==> config.mk <==
export PLATFORM = sky130hd
export DESIGN_NAME = alu_arbiter
export DESIGN_NICKNAME = d
export VERILOG_FILES = /design/src/rtl/alu_arbiter.sv
export SDC_FILE = /design/constraint.sdc
export NUM_CORES = 1
export LEC_CHECK = 0
export CAP_MARGIN = 20
export CORE_ASPECT_RATIO = 0.5
export CORE_MARGIN = 5
export CORE_UTILIZATION = 35
export DETAILED_ROUTE_END_ITERATION = 12
export GPL_TIMING_DRIVEN = 1
export PLACE_DENSITY = 0.67
export SLEW_MARGIN = 20
export SYNTH_ARGS = -nofsm -noshare
export SYNTH_HDL_FRONTEND = slang
export SYNTH_SLANG_ARGS = --single-unit
==> constraint.sdc <==
create_clock -name clk -period 7.6 [get_ports clk]
set_input_delay 1.52 -clock clk [delete_from_list [all_inputs] [get_ports clk]]
set_output_delay 1.52 -clock clk [all_outputs]
set_load 0.01 [all_outputs]
==> src/rtl/alu_arbiter.sv <==
`timescale 1ns/1ps
`default_nettype none
// ============================================================================
// Module      : alu_arbiter (with helper module alu)
// Description : Two-requester front end for a single shared ALU. A winner is
//               granted in IDLE, its operands are captured, the ALU result is
//               registered in EXEC and held in RESP until the owner accepts.
// Config      : ALU_ARB_RR_EN defined   -> round-robin arbitration
//               ALU_ARB_RR_EN undefined -> fixed priority, req0 wins
// Revision    : 1.0 - initial release
// ============================================================================
module alu_arbiter (
  input  logic        clk,
  input  logic        rst,
  input  logic        req0,
  input  logic        req1,
  input  logic [2:0]  sel0,
  input  logic [2:0]  sel1,
  input  logic [31:0] a0,
  input  logic [31:0] b0,
  input  logic [31:0] a1,
  input  logic [31:0] b1,
  output logic        gnt0,
  output logic        gnt1,
  output logic        rsp_valid0,
  output logic        rsp_valid1,
  input  logic        rsp_ready0,
  input  logic        rsp_ready1,
  output logic [31:0] rsp_result,
  output logic        rsp_zero
);

  typedef enum logic [1:0] {
    IDLE = 2'd0,
    EXEC = 2'd1,
    RESP = 2'd2
  } state_t;

  state_t      state_q, state_d;
  logic [2:0]  sel_q, sel_d;
  logic [31:0] a_q, a_d;
  logic [31:0] b_q, b_d;
  logic        owner_q, owner_d;      // 0: requester 0 owns the ALU, 1: requester 1
  logic        rsp_valid0_q, rsp_valid0_d;
  logic        rsp_valid1_q, rsp_valid1_d;
  logic [31:0] rsp_result_q, rsp_result_d;
  logic        rsp_zero_q, rsp_zero_d;
  // Low while in reset and for the first edge after release, so a grant can
  // never be shown combinationally while reset is still asserted.
  logic        run_q, run_d;

  logic        win1;                  // requester 1 wins the current arbitration
  logic        take;                  // a grant happens this cycle
  logic        owner_ready;
  logic [31:0] alu_result;
  logic        alu_zero;

`ifdef ALU_ARB_RR_EN
  logic        prio_q, prio_d;        // 1: requester 1 has priority on a tie

  // Round-robin winner: a tie goes to whichever side the pointer favours
  always_comb begin
    win1 = req1 && (!req0 || prio_q);
  end
`else
  // Fixed priority winner: requester 0 always wins a tie
  always_comb begin
    win1 = req1 && !req0;
  end
`endif

  // Grant pulse is decoded in the IDLE cycle so operands are captured the
  // same cycle the requester sees its grant
  always_comb begin
    take  = (state_q == IDLE) && (req0 || req1) && run_q;
  end

  assign gnt0       = take && !win1;
  assign gnt1       = take && win1;
  assign rsp_valid0 = rsp_valid0_q;
  assign rsp_valid1 = rsp_valid1_q;
  assign rsp_result = rsp_result_q;
  assign rsp_zero   = rsp_zero_q;

  // Only the current owner's ready can release the response
  always_comb begin
    owner_ready = owner_q ? rsp_ready1 : rsp_ready0;
  end

  // The shared ALU only ever sees the captured operands
  alu u_alu (
    .alu_sel  (sel_q),
    .Operand1 (a_q),
    .Operand2 (b_q),
    .Result   (alu_result),
    .flagZ    (alu_zero)
  );

  // Next-state and next-output computation for the IDLE/EXEC/RESP sequence
  always_comb begin
    state_d      = state_q;
    sel_d        = sel_q;
    a_d          = a_q;
    b_d          = b_q;
    owner_d      = owner_q;
    rsp_valid0_d = rsp_valid0_q;
    rsp_valid1_d = rsp_valid1_q;
    rsp_result_d = rsp_result_q;
    rsp_zero_d   = rsp_zero_q;
    run_d        = 1'b1;
`ifdef ALU_ARB_RR_EN
    prio_d       = prio_q;
`endif
    case (state_q)
      IDLE: begin
        if (take) begin
          owner_d = win1;
          sel_d   = win1 ? sel1 : sel0;
          a_d     = win1 ? a1   : a0;
          b_d     = win1 ? b1   : b0;
          state_d = EXEC;
`ifdef ALU_ARB_RR_EN
          // Hand priority to the requester that just lost out
          prio_d  = !win1;
`endif
        end
      end
      EXEC: begin
        rsp_result_d = alu_result;
        rsp_zero_d   = alu_zero;
        rsp_valid0_d = !owner_q;
        rsp_valid1_d = owner_q;
        state_d      = RESP;
      end
      RESP: begin
        if (owner_ready) begin
          rsp_valid0_d = 1'b0;
          rsp_valid1_d = 1'b0;
          state_d      = IDLE;
        end
      end
      default: begin
        rsp_valid0_d = 1'b0;
        rsp_valid1_d = 1'b0;
        state_d      = IDLE;
      end
    endcase
  end

  // State and output registers; reset aborts any operation in flight
  always_ff @(posedge clk or posedge rst) begin
    if (rst) begin
      state_q      <= IDLE;
      sel_q        <= 3'd0;
      a_q          <= 32'd0;
      b_q          <= 32'd0;
      owner_q      <= 1'b0;
      rsp_valid0_q <= 1'b0;
      rsp_valid1_q <= 1'b0;
      rsp_result_q <= 32'd0;
      rsp_zero_q   <= 1'b0;
      run_q        <= 1'b0;
`ifdef ALU_ARB_RR_EN
      prio_q       <= 1'b0;
`endif
    end else begin
      state_q      <= state_d;
      sel_q        <= sel_d;
      a_q          <= a_d;
      b_q          <= b_d;
      owner_q      <= owner_d;
      rsp_valid0_q <= rsp_valid0_d;
      rsp_valid1_q <= rsp_valid1_d;
      rsp_result_q <= rsp_result_d;
      rsp_zero_q   <= rsp_zero_d;
      run_q        <= run_d;
`ifdef ALU_ARB_RR_EN
      prio_q       <= prio_d;
`endif
    end
  end

endmodule

// ============================================================================
// Module      : alu
// Description : Combinational 32-bit ALU. Undefined codes give a zero result
//               with the zero flag cleared.
// Revision    : 1.0 - initial release
// ============================================================================
module alu (
  input  logic [2:0]  alu_sel,
  input  logic [31:0] Operand1,
  input  logic [31:0] Operand2,
  output logic [31:0] Result,
  output logic        flagZ
);

  localparam logic [2:0] OP_AND = 3'b000;
  localparam logic [2:0] OP_OR  = 3'b001;
  localparam logic [2:0] OP_ADD = 3'b010;
  localparam logic [2:0] OP_EQU = 3'b101;
  localparam logic [2:0] OP_SUB = 3'b110;
  localparam logic [2:0] OP_SLT = 3'b111;

  logic defined;

  // Operation decode; the zero flag is only meaningful for defined codes
  always_comb begin
    Result  = 32'd0;
    defined = 1'b1;
    case (alu_sel)
      OP_AND:  Result = Operand1 & Operand2;
      OP_OR:   Result = Operand1 | Operand2;
      OP_ADD:  Result = Operand1 + Operand2;
      OP_SUB:  Result = Operand1 - Operand2;
      OP_SLT:  Result = {31'd0, (Operand1 < Operand2)};
      OP_EQU:  Result = {31'd0, (Operand1 == Operand2)};
      default: defined = 1'b0;
    endcase
    flagZ = defined && (Result == 32'd0);
  end

endmodule
`default_nettype wire

* Yosys cells after proc, flatten, opt, wreduce, memory -nomap -nowiden *
Index checks and enable logic that the tools add are counted.

cells by class
  multiplexer cells = 12
  bitwise gates (word level) = 3
  equal/unequal tests = 10
  $add $sub $neg = 2
  reduce and logical (&&, ||, !) cells = 17
  magnitude comparators = 1

operators with widths
  cell                  number
  $pmux W32 S6          1
  $mux W32              2
  $add A32 B32 Y32      1
  $and A32 B32 Y32      1
  $eq A32 B32 Y1        1
  $logic_not A32 Y1     1
  $lt A32 B32 Y1        1
  $or A32 B32 Y32       1
  $sub A32 B32 Y32      1
  $eq A3 B3 Y1 const B  3
  $logic_and A1 B1 Y1   6
  $pmux W1 S3           2
  $pmux W2 S3           1
  $reduce_and A2 Y1     3
  $reduce_or A6 Y1      1
  $mux W2               2
  $ne A2 B2 Y1 const B  2
  $eq A3 B1 Y1 const B  1
  $eq A3 B2 Y1 const B  1
  $logic_not A1 Y1      3
  $logic_not A3 Y1      1
  $mux W1               3
  $mux W3               1
  $eq A2 B1 Y1 const B  1
  other kinds (4)       4

word-level totals
  register bits = 106
  output and inout bits = 37
  logic and storage cells = 55
  input port bits = 140

* Longest topological paths before layout *
  depth after elaboration = 5
  mapped depth = 15
  depth with buffers taken out = 15

* Cells and area by module *
Synthesis repeated with hierarchy kept, for this count alone.

second synthesis, totals
  cells, all modules = 1131
  area total of the unflattened synthesis = 10329.9 µm²

modules (own cells, without submodules)
  module       cells an instance  sequential area each (µm²)  instances  area each (µm²)
  alu          822                0.0                         1          5522.8
  alu_arbiter  309                2652.5                      1          4807.1

* Worst setup path after synthesis *
Ideal clock, no wire load.

  path kind = input to output
  start point = input port req1
  end point = output port gnt0
  data required time = 6.080 ns
  cell stages on the path = 5
  path slack = 3.240 ns
  arrival time = 2.840 ns
  buffers on the path = 3
  cells stage by stage = nor2b_1 > clkbuf_1 > clkbuf_1 > buf_1 > nor2_1

between the ends
  word-level cells in the longest chain between the ends = 4
  elaborated cells on any way between the ends = 6
  classes of those cells = 6 x reduce/logical

ends and longest elaborated chain
  what                              line  text
  start: declaration                16    input logic req1,
  $logic_or A1 B1 Y1                75    take = (state_q == IDLE) && (req0 || req1) && run_q;
  $logic_and A1 B1 Y1 (2 in a row)  75
  $logic_and A1 B1 Y1 (*)           78    assign gnt0 = take && !win1;
  end: declaration                  23    output logic gnt0,

Mark *: on every way between the ends. The rest lies on a longest branch, timed or not.

* Worst setup path after layout *
  start point = input port req1
  end point = output port gnt1

between the ends
  word-level cells in the longest chain between the ends = 4
  elaborated cells on any way between the ends = 5
  classes of those cells = 5 x reduce/logical

ends and longest elaborated chain
  what                              line  text
  $logic_or A1 B1 Y1                75
  $logic_and A1 B1 Y1 (2 in a row)  75
  $logic_and A1 B1 Y1 (*)           79    assign gnt1 = take && win1;
  end: declaration                  24    output logic gnt1,

Marks and branches as above.

==> results.yml <==
yosys:
  ys_seq_area_share_pct: 26.56
  syn-num-nets: 1475
  yosysTopAreaCell: "dfrtp_1"
  number_of_enable_type_register_cells_in_the_synthesized_netlist: 0
  synth.yosys.warnings: 0
  synth_seq_cells: 106
  synth.top_cell.area_share_pct: 26.56
  post_synth_num_cell_types: 87
  synth.cell_area_um2: 9986
  post_synth_main_area_contributors: "dfrtp_1 27%, ha_1 13%, mux2i_1 7.9%, o21ai_0 6.5%, nand2_1 5.3%"
  yosys_most_used_dff: "dfrtp_1"
  syn-instance-count: 1233
  postSynth.asyncResetShare_pct: 100.0
  yosysMostFrequentCell: "nand2_1"
  synthesis.area_per_instance_um2: 8.099
  yosys-top-cells-count: "142 x nand2_1, 130 x o21ai_0, 106 x dfrtp_1"
hold_path:
  holdPathEnd: "rsp_result[22]"
  timing.hold.worst.start: "rsp_result[22]"
  hold_path_depth: 2
  hold_class: "reg -> reg"
setup_path:
  r2r_end: "rsp_zero"
  worstPathArrival_ps: 3580
  end_kind: "output pin"
  cp_data_required_time_ps: 6080
  start_kind: "primary input"
  ff2ff_setup_slack_ps: 2970
  crit_type: "in -> out"
  worst_r2r_path_depth: 13
  timing.rr.start: "a_q[1]"
  largest_driver_fanout_on_the_critical_path: 26
power_and_ir_drop:
  worst_ir_drop_vdd_mv: 0.1865
  clock_power_share_pct: 8.1
  power.density_nw_per_um2: 511.8
  power.combinational.fraction_pct: 74.3
  swShare_pct: 57.85
  total_leakage_power_nw: 5.237
  internal_power_w: 0.002634
  switching_power_w: 0.003616
  power.sequential.fraction_pct: 17.6
floorplan:
  width_of_the_die_um: 248.9
  floorplan.die.height_um: 129.4
  core_area_um2: 27920
  rows: 43
  io_pins: 177
  initial_util_pct: 35.76
  die_area_um2: 32210
finish:
  antennaDiodeCount: 0
  finalCoreUtilization_pct: 43.73
  area_growth_pct: 22.29
  layout-drive-gt1-share_pct: 4.849
  multi_input_area_um2: 6524
  finalNetCount: 1598
  total_of_fill_cells_in_the_finished_design: 2797
  layoutNonFillerInstCount: 1743
  layout.area.seq_um2: 2653
routing:
  drt_first_pass_iters: 7
  num_vias: 10030
  detail_route.iter0.violations: 1194
  post_drt_via_cell_ratio: 5.756
  route.final.wire_length_um: 39670
  ant_nets: 0
  post_drt_wl_per_cell_um: 22.76
  detail_route.drc_violations: 0
global_routing:
  grt.total_usage_pct: 24.05
  maximum_number_of_pins_on_one_net_before_global_route_repair: 115
  grt_first_pass_wirelength_um: 59460
  grt_antenna_before_repair: 0
  grt_remaining_overflow: 0
  via_count_of_the_first_global_routing_pass: 9458
sta:
  report.final.slew_viol_count: 0
  final-hold-violation-count: 0
  achievable-frequency_mhz: 195.9
  tightest_slew_ps: 1152
  max_slew_margin_pct: 23.19
  setup_slack_ps: 2496
  totalNegativeSetupSlack_ps: 0
  period_minus_slack_ps: 5104
  final_critical_path_share_of_the_clock_period_pct: 67.16
  rsz_0062_raised_after_global_routing: "false"
  fin_worst_hold_slack_ps: 481.2
  setup-violations-final: 0
  final.setup_skew_ps: 22.92
place:
  place_ws_ps: 2489
  port_buffers: 176
  detailedPlacementHpwl_um: 32350
  post-place-cells: 1727
  gp_congestion: 1.008
clock_tree:
  clkSlewWorstSetupHoldPaths_ps: 70
  htree_levels: 3
  clock_sink_count: 106
  clock_tree.buffer_depth: 2
  root_buffer: "clkbuf_16"
  holdBufCountCts: 0
  number_of_buffers_added_by_the_clock_tree_synthesis_step: 9
  cts_resized: 0
  cts_setup_buffers: 0
  cts_tree: "yes"
  worstSkewPairLatency_ps: 400
outcome:
  status: "completed"
job:
  max_cap_viol_count: 0
[placed cells by master, fill, tap and decap left out, drive strengths merged, types with 27 or more instances in the layout]
cell and count:
dfrtp 106, nand2 142, o21ai 131, nor2 71
a21oi 82, ha 100, mux2i 79, inv 110
clkdlybuf4s50 176, nor3 27
[per-stage QoR]
stage | cell area [um2] | total power [W]
detailed placement | 11900 | 0.005525
finish | 12210 | 0.006250
floorplan | 9986 | 0.004064
CTS | 12200 | 0.006051
global placement | 11900 | 0.005499
global route | 12210 | 0.006633
[how the worst max path moves through the flow]
| stage | to | slack, ps | from |
|---|---|---|---|
| 2_1_floorplan | gnt0 | 3240 | req1 |
| 3_3_place_gp | gnt1 | 2510 | req1 |
| 3_5_place_dp | gnt1 | 2490 | req1 |
| 4_1_cts | gnt1 | 2480 | req1 |
| 5_1_grt | gnt1 | 2370 | req1 |
| 6_report | gnt1 | 2500 | req1 |
[flip-flops by register name (all words and copies together), names as in the netlist]
name and count:
a_q 32, b_q 32, owner_q 1, rsp_result 32, rsp_valid0 1, rsp_valid1 1, rsp_zero 1, run_q 1
sel_q 3, state_q 2
[power by group through the flow]
| stage | Combinational, W | Clock, W | Sequential, W |
|---|---|---|---|
| finish | 0.00464 | 0.000507 | 0.00110 |
| global route | 0.00496 | 0.000536 | 0.00113 |
| CTS | 0.00444 | 0.000516 | 0.00109 |
| detailed placement | 0.00442 | 0 | 0.00110 |
| global placement | 0.00441 | 0 | 0.00108 |
| floorplan | 0.00304 | 0 | 0.00102 |
[critical path, cell delays in order]
cell and delay, ps:
clkdlybuf4s50_1 490, nor2b_4 730, nor2b_1 270, clkdlybuf4s50_1 570
[cell type report]
cell class	instances	area share [%]
clock inverters	7	0.6865
inverters	107	3.309
flip-flops and latches	106	21.72
clock buffers	9	1.844
well taps	382	3.914
repair buffers	187	15.10
multi-input cells	945	53.42
[logic make-up after synthesis]
group / after synthesis / share of synthesized area, %
XOR/XNOR: 21 / 1.842
adder cells (fa/ha/maj): 102 / 12.93
buffers and inverters: 182 / 8.307
other: 1 / 0.03755
AO/OA/AOI/OAI: 379 / 24.76
multiplexers: 87 / 8.821
AND/OR/NAND/NOR: 355 / 16.74
flip-flops: 106 / 26.56
[per-layer routing]
layer	up-vias	track usage, %	routed length, um
met5	-	0	0
met4	0	4.052	389
met3	34	8.945	5098
met2	510	32.04	14960
met1	4818	36.88	19220
li1	4671	-	-
Power figures use the tool's default switching activity.
